==> config.mk <==
export PLATFORM = sky130hd
export DESIGN_NAME = reaction_timer
export DESIGN_NICKNAME = d
export VERILOG_FILES = /design/src/rtl/reaction_timer.sv
export SDC_FILE = /design/constraint.sdc
export NUM_CORES = 1
export LEC_CHECK = 0
export ABC_AREA = 1
export CAP_MARGIN = 20
export CORE_MARGIN = 2
export CORE_UTILIZATION = 51
export CTS_CLUSTER_DIAMETER = 40
export DETAILED_ROUTE_END_ITERATION = 8
export PLACE_DENSITY = 0.76
export SLEW_MARGIN = 20
export SYNTH_ARGS = -nofsm -noshare
export SYNTH_HDL_FRONTEND = slang
export SYNTH_SLANG_ARGS = --single-unit
==> constraint.sdc <==
create_clock -name clk -period 1.6 [get_ports clk]
set_clock_uncertainty 0.2 [all_clocks]
set_input_delay 0.32 -clock clk [delete_from_list [all_inputs] [get_ports clk]]
set_output_delay 0.32 -clock clk [all_outputs]
set_load 0.05 [all_outputs]
==> src/rtl/reaction_timer.sv <==
// Reaction timer: counts prescaled ticks from a start pulse to a stop pulse (or a
// latched timeout limit) and holds the result under a valid/ack handshake.
module reaction_timer #(
    parameter int N        = 16,
    parameter int PRESCALE = 1000
) (
    input  logic         clk,
    input  logic         reset_n,
    input  logic         start,
    input  logic         stop,
    input  logic [N-1:0] max_count,
    input  logic         result_ack,
    output logic         busy,
    output logic         valid,
    output logic [N-1:0] elapsed,
    output logic         timed_out
);

    localparam int PW = (PRESCALE > 1) ? $clog2(PRESCALE) : 1;
    localparam logic [PW-1:0] PMAX = PW'(PRESCALE - 1);

    typedef enum logic [1:0] {IDLE, RUN, DONE} state_t;

    state_t        state;
    logic [PW-1:0] presc;
    logic [N-1:0]  count;
    logic [N-1:0]  limit;
    logic          tick;

    assign tick = (presc == PMAX);

    always_ff @(posedge clk or negedge reset_n) begin
        if (!reset_n) begin
            state     <= IDLE;
            presc     <= '0;
            count     <= '0;
            limit     <= '0;
            busy      <= 1'b0;
            valid     <= 1'b0;
            elapsed   <= '0;
            timed_out <= 1'b0;
        end else begin
            case (state)
                IDLE: begin
                    if (start) begin
                        state <= RUN;
                        presc <= '0;
                        count <= '0;
                        limit <= max_count;
                        busy  <= 1'b1;
                    end
                end
                RUN: begin
                    if (stop) begin
                        // Any tick landing on the stop edge is not counted.
                        state     <= DONE;
                        elapsed   <= count;
                        timed_out <= 1'b0;
                        busy      <= 1'b0;
                        valid     <= 1'b1;
                    end else if (start) begin
                        presc <= '0;
                        count <= '0;
                        limit <= max_count;
                    end else if (tick) begin
                        presc <= '0;
                        if (count == limit) begin
                            state     <= DONE;
                            elapsed   <= limit;
                            timed_out <= 1'b1;
                            busy      <= 1'b0;
                            valid     <= 1'b1;
                        end else begin
                            count <= count + 1'b1;
                        end
                    end else begin
                        presc <= presc + 1'b1;
                    end
                end
                DONE: begin
                    if (start) begin
                        state     <= RUN;
                        presc     <= '0;
                        count     <= '0;
                        limit     <= max_count;
                        busy      <= 1'b1;
                        valid     <= 1'b0;
                        timed_out <= 1'b0;
                    end else if (result_ack) begin
                        state     <= IDLE;
                        valid     <= 1'b0;
                        timed_out <= 1'b0;
                    end
                end
                default: begin
                    state <= IDLE;
                    busy  <= 1'b0;
                    valid <= 1'b0;
                end
            endcase
        end
    end

endmodule

After elaboration in Yosys (flattened, before gate mapping) --
Index checks and enable logic that the tools add are counted.
Storage, ports and cells: register bits after elaboration 63, latch bits 0, RAM bits 0, ROM bits 0, output and inout bits 19, logic and storage cells 80, memories kept 0
Cells by class: add/sub/neg operators 2, multiply operators 0, div/mod/pow operators 0, order comparisons 0, equality and inequality tests 14, shifts and indexed selects 0, multiplexer cells 41, bitwise operators 1, reductions and logical operators 14
Operators with widths (number):
- 2-to-1 mux 16 bit | 11
- case mux 16 bit (2 select lines) | 2
- 2-to-1 mux 10 bit | 4
- case mux 10 bit (2 select lines) | 1
- AND reduction 5 bit | 4
- inequality test 3 bit (second input constant) | 6
- adder 16 x 1 -> 16 bit (second input constant) | 1
- == test 16 bit | 1
- 2-to-1 mux 2 bit | 7
- 2-to-1 mux 1 bit | 12
- adder 10 x 1 -> 10 bit (second input constant) | 1
- == test 10 bit (second input constant) | 1
- AND reduction 4 bit | 2
- nonzero test 2 bit | 4
- case mux 2 bit (3 select lines) | 1
- inequality test 2 x 1 -> 1 bit (second input constant) | 2
- inequality test 2 bit (second input constant) | 2
- case mux 1 bit (2 select lines) | 2
- case mux 1 bit (3 select lines) | 1
- AND reduction 3 bit | 1
- == test 2 x 1 -> 1 bit (second input constant) | 1
- == test 2 bit (second input constant) | 1
- logical NOT 2 bit | 1
- AND reduction 2 bit | 1
- 2 further kinds | 2

Depth between registers and ports, before layout --
depth after elaboration 6, gate-level depth with buffers 14

Least setup slack after synthesis --
Ideal clock, no wire load.
kind register to register, from reg count[1], to reg count[6], setup time 66 ps, arrival 1459 ps, setup slack -125 ps, stages on the path, launching flop included 9, path buffers 0, period minus slack after synthesis 1725 ps, path through dfrtp_1 > ha_1 > nand3_1 > nor3_1 > or2_2 > nand3_1 > nor2_1 > nand3_1 > nand2_1
Between the ends: word-level cells in the longest chain between the ends 6, elaborated cells on any way between the ends 9, classes of those cells add/sub: 1; eq/ne: 2; mux: 5; reduce/logical: 1
RTL lines:
- start: declaration | line 26 | logic [N-1:0] count;
- start signal: assignment | line 74 | count <= count + 1'b1;
- adder 16 x 1 -> 16 bit | line 74
- 2-to-1 mux 16 bit | line 67 | if (count == limit) begin
- 2-to-1 mux 16 bit | line 65 | end else if (tick) begin
- 2-to-1 mux 16 bit | line 61 | end else if (start) begin
- 2-to-1 mux 16 bit | line 54 | if (stop) begin
- case mux 16 bit (2 select lines) | line 43 | case (state)
Several ways; a longest one is shown, not always the timed one. The select of a mux whose other input is x is not followed. A chain may end at the register's enable or synchronous reset.

Worst setup path in the final report --
from reg count[1], to reg elapsed[12]
Between the ends: word-level cells in the longest chain between the ends 3
RTL lines:
- == test 16 bit | line 67
- nonzero test 2 bit (no line)
- AND reduction 4 bit (no line)
- end signal: assignment | line 57 | elapsed <= count;
- end signal: assignment | line 69 | elapsed <= limit;
- end: declaration | line 15 | output logic [N-1:0] elapsed,
Every way passes these cells.

==> impl_results.md <==
- Vias per std cell: 5.51
- Switch share: 0.426
- Syn Inst Count: 509
- Fillers: 393
- Crit end category: flop
- Crit Path Max Fanout: 8
- Post-synth top area cell: dfrtp_1
- Slowest cell delay on critical path: 0.46 ns
- First-pass GRT wire length: 17.3 mm
- Synth top area cells: dfrtp_1, nand2_1, nor2_1, nand3_1, inv_1
- LEAKAGE: 2.73 nW
- CP required: 1.64 ns
- FP Rows: 30
- Global Route Usage Sum: 0.286
- Pre-antenna DRT Iters: 7
- Period minus WS final: 2.05 ns
- Critical-path cell list: nor2_2 > nor2_1 > nor2_1 > nand2_1 > nor2_2 > nand3_2 > nand2_2 > nand2_4 > clkbuf_16 > nand2_1 > o21ai_2
- Placed Cells: 716
- Layout cells sized above 1: 0.372
- Syn. warnings: 0
- Vias in the first global route: 3666
- Dpl hpwl: 7.26 mm
- Final hold vios: 0
- Portion of netlist area occupied by mux cells: 0.00583
- Type of the worst setup path: flop to flop
- Crit path depth: 11
- Largest buffer count on any clock path: 2
- Unrepaired setup endpoints after global routing: yes
- Post-synthesis sequential area ratio: 0.432
- MaxCap Viol Count: 0
- Outcome: complete, but fails checks
- Avg Inst Size Synth: 7.16 um2
- Initial antenna violation count: 0
- Max Fclk: 488 MHz
- R2R depth: 11
- Setup ws final: -0.449 ns
- Post-synthesis cell area: 0.00365 mm2
- Number of flops mapped to enable cells by yosys: 0
- Failing checks: setup timing
- Clock slew at reported path FFs: 0.07 ns
- Netlist cell types: 33
- Port Buf Inserts: 39
- Sw Pwr: 3.12 mW
- Largest net degree at the start of global routing: 64
- Logic pwr share: 0.513
- Commonest cells after routing, fill and taps aside: nand2_1, buf_4, nor2_1, dfrtp_1, inv_1
- PwrDens: 1310 mW/mm2
- Area growth from synthesis to layout: 53.1%
- CP bufs+invs: 1
- Fin Hold WS: 0.292 ns
- Period Utilization, post-route: 1.28
- Post-Place Worst Slack: -0.465 ns
- Reg2Reg Launch Point: count[1]
- Nets: 667
- XOR/XNOR share of the synthesized area: 0.00721
- Most common cell after layout, fill and taps aside: nand2_1
- Ant diodes: 0
- Area of the core: 0.00687 mm2
- Reg2reg setup slack: -0.45 ns
- Flop pwr share: 0.318
- Int Pwr: 4.20 mW
- Detailed-route via count: 4101
- HP Class: input port to asynchronous set/reset pin
- Max Transition Viols Final: 0
- Max_slew headroom: 0.691
- Post-synthesis adder-cell area fraction: 0.00686
- Post-Synth Simple-Gate Area: 0.352
- Setup violations, final: 47
- Boundary Pins: 40
- Top cell type's share of synthesized area: 0.432
- Main combinational cell family by area after synthesis: simple AND/OR/NAND/NOR gates
- Die area: 0.00784 mm2
- DR WL/cell: 16.7 um
- DR iter-0 viols: 531
- Cts bufs inserted: 9
- Die height: 88.6 um
- Grt ovf: 0
- CP Launch Type: flop
- Clock power frac: 0.168
- Total Wirelength: 12.5 mm
- Final core utilization: 0.812
- ANT nets after route: 0
- Synth Area in Compound Gates: 0.0999
- Slowest-stage cell, CP: dfrtp_2
- Starting Density: 0.531
- Ys flop type: dfrtp_1
- Routability Congestion: 0.945
- Fraction of registers with async set or reset after synthesis: 1.00
- Clock sinks: 63
- Clk_lat worst skew: 0.36 ns
- Mapped Nets: 532
- H-tree Lvls: 3
- Worst slew pin tran: 0.463 ns
- Worst vdd rail ir drop: 0.591 mV
- Cell family with most CP delay: simple AND/OR/NAND/NOR gates
- Critical Path AT: 2.08 ns
- Worst r2r dst: elapsed[12]
- Synthesized flop and latch total: 63
- CTS tree: done
- Post-route DRC: 0
- Clk root buf: clkbuf_8
- Non-Filler Instances: 744
- Die width: 88.6 um
## cell type report
| type | instances | area [um2] | share of cell area |
|---|---|---|---|
| multi-input combinational | 372 | 2040 | 0.366 |
| sequential | 63 | 1580 | 0.284 |
| timing repair buffer | 141 | 1450 | 0.260 |
| inverter | 57 | 216 | 0.0388 |
| clock buffer | 11 | 141 | 0.0253 |
| tap | 96 | 120 | 0.0215 |
| clock inverter | 4 | 22.5 | 0.00404 |
## synthesized netlist by cell type (8+ instances only)
cell      instances
nand2_1         151
nor2_1           76
dfrtp_1          63
inv_1            51
nand3_1          40
a21oi_1          36
o21ai_2          16
nor3_1           12
clkbuf_1          8
nand4_1           8
## how the worst max path moves through the flow
stage | startpoint | end | slack, ns
after floorplan | presc[0] | elapsed[1] | -0.1
after global placement | start | presc[8] | -0.40
after detailed placement | start | presc[9] | -0.46
after CTS | presc[0] | elapsed[10] | -0.27
after global routing | count[0] | elapsed[12] | -0.55
final | count[1] | elapsed[12] | -0.45
## worst min-delay path, cell delays in order
cell	delay (ns)
dlygate4sd3_1	0.52
buf_2	0.12
buf_12	0.28
## power groups by stage
stage / combinational [mW] / sequential, mW / clock [mW]
2_1_floorplan: 1.20 / 2.80 / 0
3_3_place_gp: 3.19 / 2.28 / 0
3_5_place_dp: 3.28 / 2.30 / 0
4_1_cts: 3.38 / 2.28 / 1.23
5_1_grt: 3.97 / 2.36 / 1.32
6_report: 3.75 / 2.33 / 1.23
## registers in the layout, indices dropped and copies added (netlist names)
signal	count
busy	1
count	16
elapsed	16
limit	16
presc	10
state	2
timed_out	1
valid	1
## layer usage
layer / wire (um) / part of all wire / global-route usage
met1: 4970 / 0.40 / 0.383
met2: 6160 / 0.49 / 0.468
met3: 889 / 0.071 / 0.0625
met4: 429 / 0.034 / 0.0840
met5: 0 / 0 / 0
## through the flow
stage / TNS (ns) / total power [mW] / instance area [um2]
6_report: -14.00 / 7.31 / 5580
5_1_grt: -18.68 / 7.66 / 5580
4_1_cts: -8.85 / 6.89 / 5270
3_5_place_dp: -22.00 / 5.58 / 4990
3_3_place_gp: -19.87 / 5.48 / 4990
2_1_floorplan: -1.60 / 4.00 / 3710
## timing repair
action                                  in CTS  in global routing
endpoints found under the setup margin      44                 47
cloned                                       2                  4
hold buffers                                 1                  0
gates resized for setup                     17                 61
hold endpoints to repair                    63                  0
setup buffers                                2                  4
pin swaps                                    4                 13
## cell families (layout without fill, tap and decap cells)
kind of cell | count (synthesis) | in the layout
buf+inv | 77 | 213
fa+ha+maj | 2 | 2
flops | 63 | 63
xor+xnor | 3 | 3
mux | 2 | 2
simple gates | 302 | 305
compound gates | 60 | 60
No activity file was read; power rests on OpenSTA's default activity.
